**config.mk**
```make
export PLATFORM = sky130hd
export DESIGN_NAME = mult8_seq4_ctrl
export DESIGN_NICKNAME = d
export VERILOG_FILES = /design/src/rtl/mult8_seq4_ctrl.sv
export SDC_FILE = /design/constraint.sdc
export NUM_CORES = 1
export LEC_CHECK = 0
export ABC_AREA = 0
export CORE_MARGIN = 2
export CORE_UTILIZATION = 40
export CTS_CLUSTER_SIZE = 24
export DETAILED_ROUTE_END_ITERATION = 8
export SLEW_MARGIN = 5
export SYNTH_ARGS = -nofsm -noshare
export SYNTH_HDL_FRONTEND = slang
export SYNTH_SLANG_ARGS = --single-unit
```
**constraint.sdc**
```tcl
create_clock -name clk -period 4.1 [get_ports clk]
set_input_delay 1.025 -clock clk [delete_from_list [all_inputs] [get_ports clk]]
set_output_delay 1.025 -clock clk [all_outputs]
set_load 0.02 [all_outputs]
```
**src/rtl/mult8_seq4_ctrl.sv**
```systemverilog
// 8x8 unsigned sequential multiplier built from four passes through an
// external combinational 4x4 multiplier, with valid/ready handshakes.
//
// Ports:
//   clk, rst        clock (rising edge) and async active-high reset
//   in_valid/ready  operand handshake; A, B are the 8-bit operands
//   m_A, m_B        nibbles sent to the external 4x4 multiplier
//   m_P             8-bit product returned by the external multiplier
//   out_valid/ready result handshake; P is the 16-bit product

module mult8_seq4_ctrl (
   input  logic        clk,
   input  logic        rst,
   input  logic        in_valid,
   output logic        in_ready,
   input  logic [7:0]  A,
   input  logic [7:0]  B,
   output logic [3:0]  m_A,
   output logic [3:0]  m_B,
   input  logic [7:0]  m_P,
   output logic        out_valid,
   input  logic        out_ready,
   output logic [15:0] P
);

   typedef enum logic [1:0] {
      IDLE = 2'd0,
      MUL  = 2'd1,
      DONE = 2'd2
   } state_t;

   state_t      state_q, state_d;
   logic [1:0]  step_q, step_d;
   logic [15:0] acc_q, acc_d;
   logic [7:0]  la_q, la_d;
   logic [7:0]  lb_q, lb_d;
   logic [15:0] p_q, p_d;
   logic        out_valid_q, out_valid_d;

   logic [15:0] prod_ext;
   logic [15:0] term;
   logic [15:0] sum;

   // Nibble selection: step bit 1 picks the A half, bit 0 the B half.
   always_comb begin
      m_A = 4'd0;
      m_B = 4'd0;
      if (state_q == MUL) begin
         unique case (step_q)
            2'd0: begin m_A = la_q[3:0]; m_B = lb_q[3:0]; end
            2'd1: begin m_A = la_q[3:0]; m_B = lb_q[7:4]; end
            2'd2: begin m_A = la_q[7:4]; m_B = lb_q[3:0]; end
            2'd3: begin m_A = la_q[7:4]; m_B = lb_q[7:4]; end
         endcase
      end
   end

   // Partial product weight: lo*lo=0, cross terms=4, hi*hi=8.
   always_comb begin
      prod_ext = {8'd0, m_P};
      term     = prod_ext;
      unique case (step_q)
         2'd0:    term = prod_ext;
         2'd3:    term = prod_ext << 8;
         default: term = prod_ext << 4;
      endcase
      sum = acc_q + term;
   end

   always_comb begin
      state_d     = state_q;
      step_d      = step_q;
      acc_d       = acc_q;
      la_d        = la_q;
      lb_d        = lb_q;
      p_d         = p_q;
      out_valid_d = out_valid_q;
      unique case (state_q)
         IDLE: begin
            if (in_valid) begin
               la_d    = A;
               lb_d    = B;
               acc_d   = 16'd0;
               step_d  = 2'd0;
               state_d = MUL;
            end
         end
         MUL: begin
            acc_d = sum;
            if (step_q == 2'd3) begin
               p_d         = sum;
               out_valid_d = 1'b1;
               step_d      = 2'd0;
               state_d     = DONE;
            end else begin
               step_d = step_q + 2'd1;
            end
         end
         DONE: begin
            if (out_ready) begin
               out_valid_d = 1'b0;
               state_d     = IDLE;
            end
         end
         default: state_d = IDLE;
      endcase
   end

   always_ff @(posedge clk or posedge rst) begin
      if (rst) begin
         state_q     <= IDLE;
         step_q      <= 2'd0;
         acc_q       <= 16'd0;
         la_q        <= 8'd0;
         lb_q        <= 8'd0;
         p_q         <= 16'd0;
         out_valid_q <= 1'b0;
      end else begin
         state_q     <= state_d;
         step_q      <= step_d;
         acc_q       <= acc_d;
         la_q        <= la_d;
         lb_q        <= lb_d;
         p_q         <= p_d;
         out_valid_q <= out_valid_d;
      end
   end

   assign in_ready  = (state_q == IDLE);
   assign out_valid = out_valid_q;
   assign P         = p_q;

endmodule

```
# == Yosys cells after proc, flatten, opt, wreduce, memory -nomap -nowiden ==
# Index checks and enable logic that the tools add are counted.
# op_classes
n_eq_ne,8
shifts,0
multipliers,0
n_lt_le_gt_ge,0
reduce_logical,13
add_sub_neg,2
bitwise,0
mux,17
div_mod_pow,0
# op_table
operator,n
one-hot mux 16 bit (2 select lines),2
adder 16 bit,1
two-way mux 16 bit,1
one-hot mux 4 bit (2 select lines),2
two-way mux 2 bit,5
two-way mux 4 bit,2
OR reduction 2 bit,4
equality test 2 bit (second input constant),3
one-hot mux 2 bit (3 select lines),1
AND reduction 2 bit,3
AND reduction 3 bit,2
equality test 2 x 1 -> 1 bit (second input constant),2
zero test 2 bit,2
!= test 2 bit (second input constant),2
one-hot mux 2 bit (2 select lines),1
nonzero test 2 bit,2
adder 2 x 1 -> 2 bit (second input constant),1
two-way mux 1 bit,2
!= test 2 x 1 -> 1 bit (second input constant),1
one-hot mux 1 bit (2 select lines),1
# word_totals
romBits,0
regBits,53
input_bits,28
output_inout_bits,26
memories,0
latchBits,0
ramBits,0
elab_cells,47

# == Logic depth before layout (Yosys ltp) ==
# depth
word_depth,4
depth_mapped,12

# == Worst setup path after synthesis ==
# OpenSTA, ideal clock, no wires.
# synth_timing
kind,input port to flip-flop
from,input port m_P[6]
to,register acc_q[15]
stages,8
n_path_buf,0
t_arrival_ns,2.935
path_slack_ns,1.035
setup_ns,0.130
t_required_ns,3.970
cell_sequence,a22o_1 -> ha_1 -> nand3_2 -> or3_1 -> or3_4 -> and4_4 -> a2111oi_4 -> a21oi_2
# synth_between
elab_chain_cells,3
# synth_lines
element,line_no,text
"start, declared",20,"input logic [7:0] m_P,"
one-hot mux 16 bit (2 select lines),62,unique case (step_q)
adder 16 bit,67,sum = acc_q + term;
one-hot mux 16 bit (2 select lines),78,unique case (state_q)
"end signal, assigned",113,acc_q <= 16'd0;
"end signal, assigned",121,acc_q <= acc_d;
"end, declared",34,"logic [15:0] acc_q, acc_d;"
# No other way between the ends.
# A chain may end at the register's enable or synchronous reset.

# == Final worst setup path ==
# layout_timing
from,register step_q[0]
to,register acc_q[12]
# layout_between
elab_chain_cells,4
elab_cells_between_ends,5
cone_classes,add/sub (1); eq/ne (1); mux (2); reduce/logical (1)
# layout_lines
element,line_no,text
"start, declared",33,"logic [1:0] step_q, step_d;"
"start signal, assigned",120,step_q <= step_d;
equality test 2 bit or zero test 2 bit (tied branches),62,
one-hot mux 16 bit (2 select lines) *,62,
adder 16 bit *,67,
one-hot mux 16 bit (2 select lines) *,78,
# Every way passes the cells marked *; elsewhere a longest branch is shown, timed or not.

==> metrics <==
status=completed; CP Max Fanout=15; fin worst setup slack=649.9 ps; Clock Path Buffers=2; CTS H-tree depth=2; Final setup viols=0; Worst Path Arrival=between 3000 and 4000 ps; kind of end point of the critical path=flop; Final #Nets=around 420; IO Port Bufs=53; Max Cap Viol=0; Critical R2R Launch=step_q[0]; clock power share=9.6%; diodes inserted=0; pre-CTS WS=between 300 and 400 ps; Mapped Area=just over 0.003 mm²; CORE AREA=~0.0076 mm²; # DRC=0; Resize count post-CTS=0; Avg Inst Size Synth=9.527 µm²; detailed-route via count=2461; vias per inst=5.149; static leakage=0.001616 µW; number of fill cells=747; Max Freq=0.2899 GHz; grt total ovfl=0; sequential cell area=approximately 0.0013 mm²; footprint of the multi-input gates=approximately 0.0017 mm²; clock-pin slew on the worst setup and hold paths=about 110 ps; number of global-route vias before repair=about 2500; Slew @ Worst Pin=between 900 and 1000 ps; CP startpoint=step_q[0]; Final period util=a little over four fifths; crit path launch type=flop; PD cells=around 890 mW/mm²; asr flop ratio synth=between 90% and 100%; initial drt markers=87; post-synthesis sequential area ratio=42.97%; CTS root buffer=clkbuf_8; number of synthesized flops with an enable pin=0; first-pass GRT wire length=~12 mm; Yosys top cell by area=dfrtp_1; capture point of the critical path=acc_q[12]; DR WL/cell=between 15 and 20 µm; M2 GR Usage=between 30% and 40%; FF-to-FF setup slack=between 600 and 700 ps; Hold Path Class=reg2reg; Horiz. Die Dim=around 92 µm; Final Slew Violations=0; top-level I/O count=between 50 and 60; R2R cell count=12; top_reg_cell synth=dfrtp_1; layout cells sized above 1=between 10 and 15%; Combinational Power Share=between 60% and 70%; CTS tree=yes; switching part of the total power=between 40% and 50%; die area=about 0.0084 mm²; Cells after Synth=around 320; drt total wl=7.218 mm; Yosys cell types=43; met3 Use GR=4.026%; largest net degree at the start of global routing=a little over 40; top post-synthesis cells by area=dfrtp_1 43%, ha_1 8.1%, nand2_1 7.4%, mux2_2 6.6%, o21ai_0 5.2%; final RePlAce weighted congestion=0.8846; worst path required time=approximately 4300 ps; CTS sink count=53; Die Y=roughly 92 µm; post-route minimum period=approximately 3500 ps; Max IR drop VDD=between 0.0003 and 0.0004 V; cts hold-fix bufs=0; Worst-Skew Late Latency=330 ps; register bit total from synthesis=between 50 and 60; Total GRT Usage=18.31%; final hold violation count=0; synth warn=0; drt pass-1 iters=4; syn nets=around 370; internal power=approximately 1800 µW; crit path kind=reg2reg; unrepaired setup endpoints after global routing=false; setup TNS=0 ps; sequential share of power=about 27%; num rows=32; R2R Path End=acc_q[12]; Synth top area share=between 40% and 50%; Final ANT Viol Nets=0; met1 Track Usage GR=between 20 and 25%; Layout area overhead=23.39%; antenna violations before repair=0; clock skew=11.59 ps; Slew headroom=around 36%; busiest grt layer=met2; dpl hpwl=between 5 and 6 mm; CTS Buf Count=5; setup repair bufs after CTS=0; Starting Density=40.58%; switching power total=between 1500 and 2000 µW
[worst min-delay path by stage]
stage,start,endpoint,slack [ps],cells after the start
after floorplan,acc_q[13],acc_q[13],460,2
after global placement,P[4],P[4],460,2
after detailed placement,P[5],P[5],470,2
after CTS,P[11],P[11],490,2
after global routing,P[4],P[4],510,2
final,P[8],P[8],490,2
[layer usage]
metal,up-vias,part of all wire [%]
li1,1246,-
met2,53,47
met3,8,4.4
met1,1154,48
met4,0,1.0
met5,-,0
[cell usage in the layout, fill, tap and decap left out, types with 2 or more instances in the layout]
cell type,synthesis,layout
inv_6,0,2
inv_1,10,9
nor2_1,11,11
dfrtp_1,53,53
a21oi_1,21,21
a211oi_1,2,2
o21bai_1,2,2
nand2_1,61,61
xor2_1,6,6
ha_1,20,20
xnor2_1,8,8
mux2_2,18,18
o211ai_1,4,4
a22o_1,4,4
o21ai_0,32,32
o31ai_1,8,8
o21a_1,3,3
o22ai_1,10,10
buf_4,0,3
nand3_2,3,3
clkbuf_8,0,5
o21ai_1,3,3
and2_1,7,7
a21o_1,3,3
clkdlybuf4s50_1,0,53
nor3_1,2,2
nor2b_1,4,4
[worst max-delay path, cell delays in order (launching register included)]
cell and delay [ps]:
dfrtp_1 430, inv_1 80, ha_1 540, nor2b_1 180, and2_1 190, ha_1 210
fa_1 420, a21oi_1 220, o211ai_1 180, o21ai_1 380, o31ai_1 160, xnor2_1 200
o22ai_1 100
[sequential cells by signal (all words and copies together), names as in the netlist]
name,count
P,16
lb_q,8
step_q,2
out_valid,1
state_q,2
acc_q,16
la_q,8
[layout make-up]
type,instances,share of cell area (%)
repair buffers,56,14.52
flip-flops and latches,53,34.82
clock buffers,5,1.807
multi-input cells,249,43.86
clock inverters,3,0.6570
well taps,102,3.351
inverters,10,0.9855
[synthesized netlist by cell type, types with 2 or more instances]
master and instances:
mux2_2 18, o21ai_1 3, nor2b_1 4, o31ai_1 8
clkbuf_1 9, o211ai_1 4, a22o_1 4, and2_1 7
inv_1 10, o21a_1 3, a211oi_1 2, xnor2_1 8
nor2_1 11, nand3_2 3, ha_1 20, buf_1 2
a21oi_1 21, dfrtp_1 53, o21bai_1 2, o22ai_1 10
nand2_1 61, nor3_1 2, a21o_1 3, xor2_1 6
o21ai_0 32
[power by group through the flow]
stage | clock [µW] | sequential (µW) | combinational, µW
floorplan | 0 | 995 | 1440
global placement | 0 | 927 | 2150
detailed placement | 0 | 933 | 2150
CTS | 330 | 927 | 2160
global route | 353 | 958 | 2410
finish | 325 | 924 | 2140
[cells by family (layout without fill, tap and decap cells)]
group	count (synthesis)	count (layout)	synth area share, %
fa+ha+maj	21	21	8.756
xor+xnor	14	14	3.973
simple gates	96	96	14.27
mux	19	19	6.891
buf+inv	22	74	2.919
compound gates	99	99	20.23
flops	53	53	42.97
[through the flow]
stage / cells / utilization (%) / hold slack [ps] / total power [µW] / cell area [µm²]
floorplan: 324 / - / 455.1 / 2435 / 3087
global placement: 470 / 48.83 / 460.5 / 3076 / 3715
detailed placement: 470 / 48.83 / 469.4 / 3085 / 3715
CTS: 478 / 50.07 / 492.8 / 3417 / 3809
global route: 478 / 50.07 / 513.3 / 3720 / 3809
finish: 478 / 50.07 / 485.3 / 3392 / 3809
(Power assumes the default switching activity.)
